`src/rtl/imu_pkg.sv`:
```
// imu_pkg: shared ADC width, filter state encoding and sum-width helper
package imu_pkg;
  localparam int ADC_WIDTH = 12;
  typedef enum logic {FILL, RUN} fstate_e;
  function automatic int sum_width(int log2_window);
    return ADC_WIDTH + log2_window;
  endfunction
endpackage

```
`src/rtl/depth_filter_if.sv`:
```
// depth_filter_if: raw ADC input, calibration pulse and filtered depth outputs
interface depth_filter_if;
  logic [31:0] raw_depth;
  logic        zero_cal;
  logic [31:0] depth_avg;
  logic [31:0] depth_rel;
  logic        depth_valid;
  logic        depth_update;
  logic        sample_strobe;
  modport master (output raw_depth, zero_cal, input depth_avg, depth_rel, depth_valid, depth_update, sample_strobe);
  modport slave (input raw_depth, zero_cal, output depth_avg, depth_rel, depth_valid, depth_update, sample_strobe);
endinterface

```
`src/rtl/depth_ring_buffer.sv`:
```
// depth_ring_buffer: window of past samples with the entry about to be evicted exposed
module depth_ring_buffer import imu_pkg::*; #(
  parameter int LOG2_WINDOW = 4
) (
  input  logic                 clk,
  input  logic                 reset,
  input  logic                 we,
  input  logic [ADC_WIDTH-1:0] din,
  output logic [ADC_WIDTH-1:0] evict
);
  localparam int N = 1 << LOG2_WINDOW;
  logic [ADC_WIDTH-1:0] mem_q [N];
  logic [ADC_WIDTH-1:0] mem_d [N];
  logic [LOG2_WINDOW-1:0] wp_q, wp_d;
  assign evict = mem_q[wp_q];
  // write the new sample over the oldest entry and advance the pointer
  always_comb begin
    mem_d = mem_q;
    wp_d = we ? wp_q + LOG2_WINDOW'(1) : wp_q;
    if (we) mem_d[wp_q] = din;
  end
  // buffer clears to zero so the running sum is exact from the first sample
  always_ff @(posedge clk) begin
    if (reset) begin
      mem_q <= '{default: '0};
      wp_q <= '0;
    end else begin
      mem_q <= mem_d;
      wp_q <= wp_d;
    end
  end
endmodule

```
`src/rtl/depth_filter.sv`:
```
// depth_filter: decimated boxcar average of ADC depth with surface calibration
module depth_filter import imu_pkg::*; #(
  parameter int SAMPLE_DIV  = 50000,
  parameter int LOG2_WINDOW = 4
) (
  input logic           clk,
  input logic           reset,
  depth_filter_if.slave bus
);
  localparam int CW = $clog2(SAMPLE_DIV);
  localparam int SW = sum_width(LOG2_WINDOW);
  localparam int FW = LOG2_WINDOW + 1;
  localparam int W = 1 << LOG2_WINDOW;
  logic [CW-1:0] cnt_q, cnt_d;
  logic [SW-1:0] sum_q, sum_d;
  logic [FW-1:0] fill_q, fill_d;
  logic [ADC_WIDTH-1:0] sample, evict, offset_q, offset_d, avg_q, avg_d, avg_n;
  logic [ADC_WIDTH:0] rel_q, rel_d;
  fstate_e state_q, state_d;
  logic strobe, run, cal_ok;
  logic upd_q, upd_d, cal_q, cal_d, valid_q, valid_d, pulse_q, pulse_d;
  logic unused_raw;
  assign sample = bus.raw_depth[ADC_WIDTH-1:0];
  assign unused_raw = ^bus.raw_depth[31:ADC_WIDTH];
  assign strobe = cnt_q == CW'(SAMPLE_DIV - 1);
  depth_ring_buffer #(.LOG2_WINDOW(LOG2_WINDOW)) u_ring (
    .clk  (clk),
    .reset(reset),
    .we   (strobe),
    .din  (sample),
    .evict(evict)
  );
  // state register
  always_ff @(posedge clk) begin
    if (reset) state_q <= FILL;
    else state_q <= state_d;
  end
  // leave FILL when the last sample of the first window is written
  always_comb begin
    state_d = (state_q == FILL && strobe && fill_q == FW'(W - 1)) ? RUN : state_q;
  end
  // calibration is only honoured once the window has filled
  always_comb begin
    run = state_q == RUN;
    cal_ok = bus.zero_cal && run;
  end
  // divider, running sum, two-stage output pipeline and offset
  always_comb begin
    cnt_d = strobe ? '0 : cnt_q + CW'(1);
    sum_d = strobe ? sum_q + SW'(sample) - SW'(evict) : sum_q;
    fill_d = (state_q == FILL && strobe) ? fill_q + FW'(1) : fill_q;
    upd_d = strobe;
    cal_d = cal_ok;
    offset_d = cal_ok ? avg_q : offset_q;
    avg_n = upd_q ? sum_q[SW-1:LOG2_WINDOW] : avg_q;
    avg_d = avg_n;
    rel_d = (upd_q || cal_q) ? {1'b0, avg_n} - {1'b0, offset_q} : rel_q;
    valid_d = upd_q ? run : valid_q;
    pulse_d = upd_q || cal_q;
  end
  // datapath registers
  always_ff @(posedge clk) begin
    if (reset) begin
      cnt_q <= '0;
      sum_q <= '0;
      fill_q <= '0;
      upd_q <= 1'b0;
      cal_q <= 1'b0;
      offset_q <= '0;
      avg_q <= '0;
      rel_q <= '0;
      valid_q <= 1'b0;
      pulse_q <= 1'b0;
    end else begin
      cnt_q <= cnt_d;
      sum_q <= sum_d;
      fill_q <= fill_d;
      upd_q <= upd_d;
      cal_q <= cal_d;
      offset_q <= offset_d;
      avg_q <= avg_d;
      rel_q <= rel_d;
      valid_q <= valid_d;
      pulse_q <= pulse_d;
    end
  end
  assign bus.depth_avg = 32'(avg_q);
  assign bus.depth_rel = {{(32 - ADC_WIDTH - 1){rel_q[ADC_WIDTH]}}, rel_q};
  assign bus.depth_valid = valid_q;
  assign bus.depth_update = pulse_q;
  assign bus.sample_strobe = strobe;
endmodule

```
`src/flat_wrapper.sv`:
```
// flat-port wrapper written by rule: the top's interface ports become plain ports
module depth_filter_flat import imu_pkg::*;
#(
  parameter int SAMPLE_DIV  = 50000,
  parameter int LOG2_WINDOW = 4
)
  (clk, reset, bus_raw_depth, bus_zero_cal, bus_depth_avg, bus_depth_rel, bus_depth_valid, bus_depth_update, bus_sample_strobe);
  depth_filter_if bus_i ();
  input logic clk;
  input logic reset;
  input wire logic [$bits(bus_i.raw_depth)-1:0] bus_raw_depth;
  input wire logic [$bits(bus_i.zero_cal)-1:0] bus_zero_cal;
  output wire logic [$bits(bus_i.depth_avg)-1:0] bus_depth_avg;
  output wire logic [$bits(bus_i.depth_rel)-1:0] bus_depth_rel;
  output wire logic [$bits(bus_i.depth_valid)-1:0] bus_depth_valid;
  output wire logic [$bits(bus_i.depth_update)-1:0] bus_depth_update;
  output wire logic [$bits(bus_i.sample_strobe)-1:0] bus_sample_strobe;
  assign bus_i.raw_depth = bus_raw_depth;
  assign bus_i.zero_cal = bus_zero_cal;
  assign bus_depth_avg = bus_i.depth_avg;
  assign bus_depth_rel = bus_i.depth_rel;
  assign bus_depth_valid = bus_i.depth_valid;
  assign bus_depth_update = bus_i.depth_update;
  assign bus_sample_strobe = bus_i.sample_strobe;
  depth_filter #(.SAMPLE_DIV(SAMPLE_DIV), .LOG2_WINDOW(LOG2_WINDOW)) u_core (.clk(clk), .reset(reset), .bus(bus_i));
endmodule
```
`config.mk`:
```
export PLATFORM = sky130hd
export DESIGN_NAME = depth_filter_flat
export DESIGN_NICKNAME = d
export VERILOG_FILES = /design/src/rtl/imu_pkg.sv /design/src/rtl/depth_filter_if.sv /design/src/rtl/depth_ring_buffer.sv /design/src/rtl/depth_filter.sv /design/src/flat_wrapper.sv
export SDC_FILE = /design/constraint.sdc
export NUM_CORES = 1
export LEC_CHECK = 0
export ABC_CLOCK_PERIOD_IN_PS = 13400
export CAP_MARGIN = 40
export CORE_MARGIN = 2
export CORE_UTILIZATION = 50
export CTS_CLUSTER_DIAMETER = 30
export DETAILED_ROUTE_END_ITERATION = 10
export GPL_TIMING_DRIVEN = 0
export PLACE_DENSITY = 0.7
export SLEW_MARGIN = 30
export SYNTH_ARGS = -nofsm -noshare
export SYNTH_HDL_FRONTEND = slang
export SYNTH_SLANG_ARGS = --single-unit
```
`constraint.sdc`:
```
create_clock -name clk -period 13.4 [get_ports clk]
set_clock_uncertainty 0.2 [all_clocks]
set_input_delay 2.01 -clock clk [delete_from_list [all_inputs] [get_ports clk]]
set_output_delay 2.01 -clock clk [all_outputs]
set_load 0.05 [all_outputs]
```
==> results of run 1 <==
==> per-layer routing <==
layer  up-vias  share of wire [%]  GRT usage [%]
met4         2                4.7          14.60
met5         -              0.033              0
met3       117                8.3          7.229
met1      5583                 39          32.94
li1       5505                  -              -
met2       504                 47          46.69
==> cells in the mapped netlist (all sizes together) (3+ instances only) <==
library cell	instances
nor3	15
o21a	9
o21ai	18
nor2b	19
clkbuf	50
fa	13
nand3b	3
or3	7
mux2i	3
ha	35
inv	71
a211oi	6
mux2	11
a21oi	239
nor3b	5
dfxtp	275
a21o	4
nand2	461
xnor2	17
buf	107
and3	4
or2	4
nand4	8
xor2	19
nor2	74
nor4	4
nand3	17
nand2b	6
mux4	60
==> cell type report <==
cell class	instances	area [µm²]	share of cell area, %
Multi-Input combinational cell	1102	6990	40.86
Sequential cell	275	5505	32.18
Clock buffer	86	1889	11.04
Buffer	157	993.5	5.807
Clock inverter	34	534.3	3.123
Timing Repair Buffer	50	500.5	2.926
Tap cell	341	426.7	2.494
Inverter	71	266.5	1.558
==> logic make-up (layout without fill, tap and decap cells) <==
kind of cell / count (synthesis) / count (layout)
DFF: 275 / 275
and+or+nand+nor: 630 / 630
xor gates and xnor gates: 36 / 36
AOI/OAI and AO/OA: 294 / 294
muxes: 74 / 74
adders and majority gates: 48 / 48
buffers and inverters: 228 / 398
other: 1 / 20
==> registers in the layout (all words and copies together), names as in the netlist <==
signal / count
u_core.u_ring.mem_q: 192
u_core.cnt_q: 16
u_core.sum_q: 16
u_core.rel_q: 13
u_core.avg_q: 12
u_core.offset_q: 12
u_core.fill_q: 5
u_core.u_ring.wp_q: 4
u_core.bus.depth_update: 1
u_core.bus.depth_valid: 1
u_core.cal_q: 1
u_core.run: 1
u_core.upd_q: 1
==> where the power goes <==
part	leakage (nW)	switching (mW)	internal, mW	total, mW
registers	2.21	0.000627	0.821	0.822
logic	2.85	0.0664	0.0272	0.0936
clock network	1.17	0.514	1.21	1.72
==> through the flow <==
stage	setup WS, ns	hold slack, ns
detailed placement	8.165	0.2411
CTS	8.142	0.2480
global placement	8.178	0.2344
floorplan	8.618	0.2175
global route	7.998	0.2631
finish	8.151	0.2469
==> worst min-delay path, stage by stage (launching register included) <==
cell     delay [ns]
dfxtp_1        0.30
nand2_1        0.05
a21oi_1        0.05
==> final timing paths <==
check | cells after the start | to | slack (ns)
setup / recovery | 7 | bus_sample_strobe | 8.15
hold / removal | 2 | u_core.u_ring.mem_q[113] | 0.25
setup reg to reg | 14 | u_core.sum_q[14] | 8.33
hold reg to reg | 2 | u_core.u_ring.mem_q[113] | 0.25
==> reports/results.txt, run 1 <==
chip height - 169.4 µm
die span in x - 169.4 µm
Vias per Instance - 5.534
CTS Buffer Depth - 3
Post-CTS Setup Inserts - 0
Main synth FF type - dfxtp_1
final hold violations - 0
H-tree depth - 3
Inserted Diodes - 0
main combinational cell family by area after synthesis - simple AND/OR/NAND/NOR gates
vias in the first global route - 11,719
beginning of the worst hold path - u_core.u_ring.mem_q[113]
min cycle time layout - 5.249 ns
largest net degree at the start of global routing - 22
most frequent cells in the layout - nand2_1, dfxtp_1, a21oi_1
DPL Wire Length - 27,150 µm
DIE AREA - 28,710 µm²
Final Wtd Congestion - 0.9746
root buffer cell - clkbuf_16
Core Region - 26,880 µm²
I/O pin count - 102
CTS Sinks - 275
Rows - 60
post-synthesis sequential area ratio - 40.23%
Slew @ Worst Pin - 0.8413 ns
insertion delay of the later-clocked pin in the worst-skew pair - 0.56 ns
worst path arrival time - 3.04 ns
Worst EP required - 11.19 ns
worst-path fanout max - 10
YS warnings - 0
synthesized area - 13,680 µm²
mux contribution to synthesized area - 11.00%
initial DRC count - 824
CP Class - flop to output port
Mapped Avg Cell Area - 8.628 µm²
post-synthesis share of cell area spent on xor and xnor gates - 2.304%
Final Max Tran Viols - 0
VDD IR max - 0.1020 mV
Final Core Density - 63.65%
min-delay worst type - flop to flop
Synth Instances - 1,586
EDFF count, synth - 0
Initial Utilization - 50.92%
layout cells sized above 1 - 19.38%
slew margin rel. - 43.91%
# setup viols final - 0
FILL cells - 2,199
post-cts sizing count - 0
fmax - 190.5 MHz
clock buffer count from CTS - 66
Crit. Startpoint - u_core.cnt_q[0]
ordered cell list for the critical path - ha_1, nand3_1, nor4_1, and3_1, buf_6, buf_2, clkdlybuf4s50_1
Placed Instances - 1,996
post-synth top area share - 40.23%
unrepaired setup endpoints after global routing - no
GRT overflow - 0
Finished Cell Area - 17,110 µm²
initial antenna violation count - 2
first-pass iteration count of the detailed router - 5
hold buffers post-CTS - 0
Post-Synth Adder-Cell Area - 5.102%
maxcap violations - 0
final WL - 39,560 µm
area leader, netlist - dfxtp_1
setup tns final - 0 ns
I/O Buffers - 50
count of buffer and inverter cells on the critical path - 3
RR Startpoint - u_core.u_ring.wp_q[1]
Synth area leaders - dfxtp_1, nand2_1, mux4_2
area grow syn2layout - 25.01%
power per cell area - 154.3 nW/µm²
Worst Setup Start Kind - flop
first-pass GRT wire length - 62,300 µm
FF+latch count, synth - 275
antenna-violating nets left - 0
placed cell area - 14,680 µm²
routed vias - 11,711
leak pwr - 6.237 nW
Slowest cell on crit path - clkdlybuf4s50_1
status - complete, no violations
compound-gate portion of the synthesized area - 12.45%
Worst Setup End Kind - output port
Top delay family on crit path - buffers and inverters
Layout Cells excl Fill - 2,116
nets@finish - 1,806
synth unique cells - 58
DRC Markers - 0
total chip power - 2.640 mW
Async SR Flop Fraction - 0%
clock transition at the registers of the reported paths - 0.04 ns
post-DR wirelength/cell - 18.70 µm
Post-Synth Simple-Gate Area - 19.68%
TritonCTS clock tree - built
part of the cycle the worst path needs - 39.17%
GR Util All Layers - 27.85%
commonest non-fill, non-tap cell in the layout - nand2_1
CP max stage delay - 0.89 ns
Power figures use the tool's default switching activity.
==> run 2, diff against run 1 <==
- ABC_CLOCK_PERIOD_IN_PS: 13400 -> 4600
- PLACE_DENSITY: 0.7 -> 0.73
- clock period: 13.4 -> 4.6 ns (I/O delays scaled with it)
==> reports/results.txt, run 2 (synthesis gave the netlist of run 1 again) <==
Vias per Instance - 5.560 (+0.46%)
Int Power - 5.252 mW (+160%)
# setup viols final - 0 (unchanged)
worst path arrival time - 4.67 ns (+1.63 ns)
clock power share - 60.4% (-4.9 points)
commonest non-fill, non-tap cell in the layout - nand2_1
worst hold path depth - 1 (-1)
GRT overflow - 0 (unchanged)
nets@finish - 1,795 (-0.61%)
worst slack at placement - -0.4397 ns (-8.605 ns)
worst-path fanout max - 10 (unchanged)
maxcap violations - 0 (unchanged)
Switch Pwr - 1.496 mW (+160%)
CP Class - flop to flop
routed vias - 11,670 (-0.35%)
Slew @ Worst Pin - 0.8917 ns (+0.05045 ns)
chip height - 169.4 µm (unchanged)
CTS Sinks - 275 (unchanged)
Final Wtd Congestion - 0.9581 (-1.7%)
final WL - 38,830 µm (-1.9%)
part of the cycle the worst path needs - 97.09%
first-pass GRT wire length - 60,380 µm (-3.1%)
post-DR wirelength/cell - 18.50 µm (-1.1%)
initial DRC count - 1,008 (+22%)
root buffer cell - clkbuf_16
registers with the most flip-flops - u_core.u_ring.mem_q (192), u_core.cnt_q (16), u_core.sum_q (16)
final setup margin - 0.1340 ns (-8.017 ns)
fmax - 223.9 MHz
worst r2r path cells - 15 (+1)
power per cell area - 403.6 nW/µm² (+160%)
Rows - 60 (unchanged)
largest net degree at the start of global routing - 22 (unchanged)
Worst Setup End Kind - flop
DIE AREA - 28,710 µm² (unchanged)
die span in x - 169.4 µm (unchanged)
clock transition at the registers of the reported paths - 0.05 ns (about the same)
Hold Worst Slack - 0.2403 ns (-0.006657 ns)
layout cells sized above 1 - 18.96% (-0.42 points)
most frequent cells in the layout - nand2_1, dfxtp_1, a21oi_1
Final Core Density - 62.20% (-1.4 points)
min-delay worst type - flop to flop
CTS Buffer Depth - 3 (unchanged)
switch share - 22.17% (+0.16 points)
final hold violations - 0 (unchanged)
status - complete, no violations
I/O Buffers - 50 (unchanged)
DPL Wire Length - 26,690 µm (-1.7%)
GR Util All Layers - 26.99% (-0.86 points)
min cycle time layout - 4.466 ns
VDD IR max - 0.3014 mV (+200%)
clock buffer count from CTS - 54 (-18%)
Reg with most FFs - u_core.u_ring.mem_q
Gate power share - 4.2% (+0.7 points)
leak pwr - 6.025 nW (-3.4%)
antenna-violating nets left - 0 (unchanged)
slew margin rel. - 40.55% (-3.4 points)
I/O pin count - 102 (unchanged)
Worst EP required - 4.80 ns (-6.39 ns)
Core Region - 26,880 µm² (unchanged)
max FFs per register - 192 (unchanged)
DRC Markers - 0 (unchanged)
area grow syn2layout - 22.16%
first-pass iteration count of the detailed router - 6 (+1)
vias in the first global route - 11,357 (-3.1%)
Initial Utilization - 50.92% (unchanged)
TritonCTS clock tree - built
H-tree depth - 2 (-1)
initial antenna violation count - 4 (+2)
Worst Setup Start Kind - flop
Reg power frac - 35.5% (+4.4 points)
insertion delay of the later-clocked pin in the worst-skew pair - 0.57 ns (about the same)
Final Max Tran Viols - 0 (unchanged)
total chip power - 6.747 mW (+160%)
run 2: cell count changes in the layout (fill, tap and decap cells not counted), sizes merged:
cell / before / now
buf: 107 / 106
bufinv: 11 / 9
clkbuf: 136 / 121
clkinv: 9 / 13
diode: 0 / 2
inv: 78 / 73
run 2: power groups by stage:
stage,clock network (mW),registers (mW),logic [mW]
finish,4.07,2.39,0.282
global route,4.23,2.39,0.302
CTS,4.09,2.39,0.270
detailed placement,0,2.44,0.267
global placement,0,2.44,0.264
floorplan,0,2.44,0.199
run 2: metal layers:
layer | up-vias | GRT usage, % | routed length [µm]
met4 | 2 | 13.75 | 2065
met2 | 552 | 44.19 | 17910
met5 | - | 0 | 15
met3 | 131 | 6.670 | 3713
met1 | 5495 | 33.17 | 15130
li1 | 5490 | - | -
run 2: path summary, 6_finish.rpt:
path / startpoint / endpoint / slack, ns
worst min-delay path: u_core.cnt_q[0] / u_core.cnt_q[0] / 0.24
worst max register to register: u_core.u_ring.wp_q[1] / u_core.sum_q[14] / 0.13
worst max-delay path: u_core.u_ring.wp_q[1] / u_core.sum_q[14] / 0.13
worst min register to register: u_core.cnt_q[0] / u_core.cnt_q[0] / 0.24
run 2: metrics by stage:
step / cells / instance area, µm² / setup TNS (ns)
2_1_floorplan: 1605 / 13760 / 0
3_3_place_gp: 1996 / 14680 / -1.495
3_5_place_dp: 1996 / 14680 / -1.796
4_1_cts: 2096 / 16640 / 0
5_1_grt: 2097 / 16710 / -0.004881
6_report: 2099 / 16720 / 0
run 2: what timing repair did:
item,in CTS,in global routing
setup buffers,0,1
gates resized for setup,16,18
setup endpoints to repair,7,5
hold buffers,0,0
gates cloned,0,0
pin swaps,0,2
run 2: cell type report:
class | count | area [µm²]
multi-input combinational | 1102 | 7029
sequential | 275 | 5505
antenna | 2 | 5.005
buffer | 157 | 1061
timing repair buffer | 51 | 508.0
inverter | 71 | 266.5
clock buffer | 69 | 1488
fill | 2174 | 10160
tap | 341 | 426.7
clock inverter | 31 | 427.9
run 2: worst max-delay path: stages, from the launching register on:
cell and delay [ns]:
dfxtp_1 0.38, clkbuf_4 0.23, buf_6 0.19, buf_6 0.19, mux4_2 0.36, mux4_2 0.52
fa_1 0.49, inv_1 0.04, ha_1 0.34, nor2b_1 0.16, o31a_1 0.30, o311ai_2 0.35
a31oi_1 0.17, xor2_1 0.17, a21oi_1 0.15, nor2_1 0.05
==> run 3, diff against run 2 <==
- CORE_UTILIZATION: 50 -> 26
- CTS_CLUSTER_SIZE: unset -> 16
- PLACE_DENSITY: 0.73 -> unset
==> reports/results.txt, run 3 (synthesis gave the netlist of run 1 again) <==
fmax - 224.5 MHz (+0.27%)
layout cells sized above 1 - 19.30% (+0.33 points)
CP Class - flop to flop
DPL Wire Length - 29,550 µm (+11%)
insertion delay of the later-clocked pin in the worst-skew pair - 0.57 ns (about the same)
chip height - 233.4 µm (+38%)
Final Wtd Congestion - 0.9120 (-4.8%)
GRT overflow - 0 (unchanged)
clock power share - 59.7% (-0.7 points)
Slew @ Worst Pin - 0.8644 ns (-0.02734 ns)
Core Region - 52,340 µm² (+95%)
DRC Markers - 0 (unchanged)
Worst Setup End Kind - flop
# setup viols final - 0 (unchanged)
most frequent cells in the layout - nand2_1, dfxtp_1, a21oi_1
max FFs per register - 192 (unchanged)
total chip power - 6.648 mW (-1.5%)
CTS Sinks - 275 (unchanged)
initial DRC count - 836 (-17%)
initial antenna violation count - 1 (-3)
placed cell area - 15,140 µm² (+3.1%)
area grow syn2layout - 25.24%
H-tree depth - 2 (unchanged)
switch share - 23.81% (+1.6 points)
Worst Setup Start Kind - flop
largest net degree at the start of global routing - 22 (unchanged)
Layout Cells excl Fill - 2,450 (+17%)
antenna-violating nets left - 0 (unchanged)
first-pass GRT wire length - 64,000 µm (+6.0%)
part of the cycle the worst path needs - 96.82% (-0.27 points)
Rows - 84 (+40%)
I/O pin count - 102 (unchanged)
Int Power - 5.065 mW (-3.6%)
Switch Pwr - 1.583 mW (+5.8%)
worst path arrival time - 4.71 ns (+0.04 ns)
Gate power share - 4.4% (+0.2 points)
commonest non-fill, non-tap cell in the layout - nand2_1
I/O Buffers - 50 (unchanged)
Inserted Diodes - 0 (-2)
routed vias - 11,608 (-0.53%)
power per cell area - 387.9 nW/µm² (-3.9%)
Crit. Startpoint - u_core.u_ring.wp_q[1]
vias in the first global route - 11,424 (+0.59%)
status - complete, no violations
Worst EP required - 4.86 ns (+0.06 ns)
RR Startpoint - u_core.u_ring.wp_q[1]
CTS Buffer Depth - 3 (unchanged)
final WL - 41,840 µm (+7.8%)
post-DR wirelength/cell - 17.08 µm (-7.7%)
worst-path fanout max - 10 (unchanged)
leak pwr - 6.031 nW (+0.11%)
Final Core Density - 32.75% (-29 points)
Finished Cell Area - 17,140 µm² (+2.5%)
Initial Utilization - 26.15% (-25 points)
Vias per Instance - 4.738 (-15%)
Final Max Tran Viols - 0 (unchanged)
nets@finish - 1,798 (+0.17%)
first-pass iteration count of the detailed router - 5 (-1)
final hold violations - 0 (unchanged)
clock transition at the registers of the reported paths - 0.06 ns (about the same)
beginning of the worst hold path - bus_raw_depth[3]
registers with the most flip-flops - u_core.u_ring.mem_q (192), u_core.cnt_q (16), u_core.sum_q (16)
Reg with most FFs - u_core.u_ring.mem_q
clock buffer count from CTS - 55 (+1.9%)
unrepaired setup endpoints after global routing - no
slew margin rel. - 42.37% (+1.8 points)
TritonCTS clock tree - built
root buffer cell - clkbuf_16
GR Util All Layers - 15.21% (-12 points)
min cycle time layout - 4.454 ns (-0.01222 ns)
DIE AREA - 54,480 µm² (+90%)
die span in x - 233.4 µm (+38%)
maxcap violations - 0 (unchanged)
Reg power frac - 36.0% (+0.5 points)
Placed Instances - 2,345 (+17%)
min-delay worst type - input pin to flop
VDD IR max - 0.2806 mV (-6.9%)
==> run 3: through the flow <==
step | setup slack, ns | TNS [ns] | hold slack [ns]
global route | 0.02197 | 0 | 0.2137
global placement | -0.5265 | -2.420 | 0.2315
CTS | 0.001990 | 0 | 0.2070
floorplan | 0.3409 | 0 | 0.2175
detailed placement | -0.5893 | -3.362 | 0.2432
finish | 0.1462 | 0 | 0.2245
==> run 3: timing repair <==
item                                   in CTS  in global routing
setup buffers                               0                  1
hold buffers                                0                  0
setup endpoints to repair                  10                  5
pin swaps                                   0                  1
endpoints found under the hold margin       0                  0
resized for setup                          18                 20
==> run 3: final timing paths <==
kind                              endpoint  slack, ns  depth (start not counted)
setup / recovery          u_core.sum_q[15]       0.15                         14
setup reg to reg          u_core.sum_q[15]       0.15                         14
hold reg to reg   u_core.u_ring.mem_q[162]       0.25                          2
hold / removal    u_core.u_ring.mem_q[159]       0.22                          3
==> run 3: worst max-delay path: stages (launching register included) <==
cell      delay, ns
dfxtp_1        0.36
clkbuf_4       0.23
buf_6          0.19
buf_4          0.24
mux4_2         0.36
mux4_2         0.57
fa_1           0.51
inv_1          0.04
ha_1           0.33
o21a_1         0.20
or2_2          0.31
o21ai_4        0.11
o31ai_4        0.12
o211a_1        0.25
mux2_1         0.30
==> run 3: power by group through the flow <==
stage / clock (mW) / sequential (mW) / combinational, mW
after floorplan: 0 / 2.44 / 0.199
after global placement: 0 / 2.44 / 0.272
after detailed placement: 0 / 2.44 / 0.278
after CTS: 4.01 / 2.39 / 0.280
after global routing: 4.14 / 2.39 / 0.310
final: 3.97 / 2.39 / 0.291
==> run 3: cell type report <==
type	instances	area, µm²
timing repair buffer	53	530.5
clock inverter	34	337.8
sequential	275	5507
buffer	157	1067
fill	5327	35200
clock buffer	70	1534
inverter	71	266.5
tap	688	860.8
multi-input combinational	1102	7036
==> run 3: layer usage <==
metal | wire (µm) | GRT usage [%]
met5 | 13 | 0
met4 | 1804 | 7.041
met3 | 2907 | 3.589
met2 | 19980 | 25.86
met1 | 17130 | 18.11
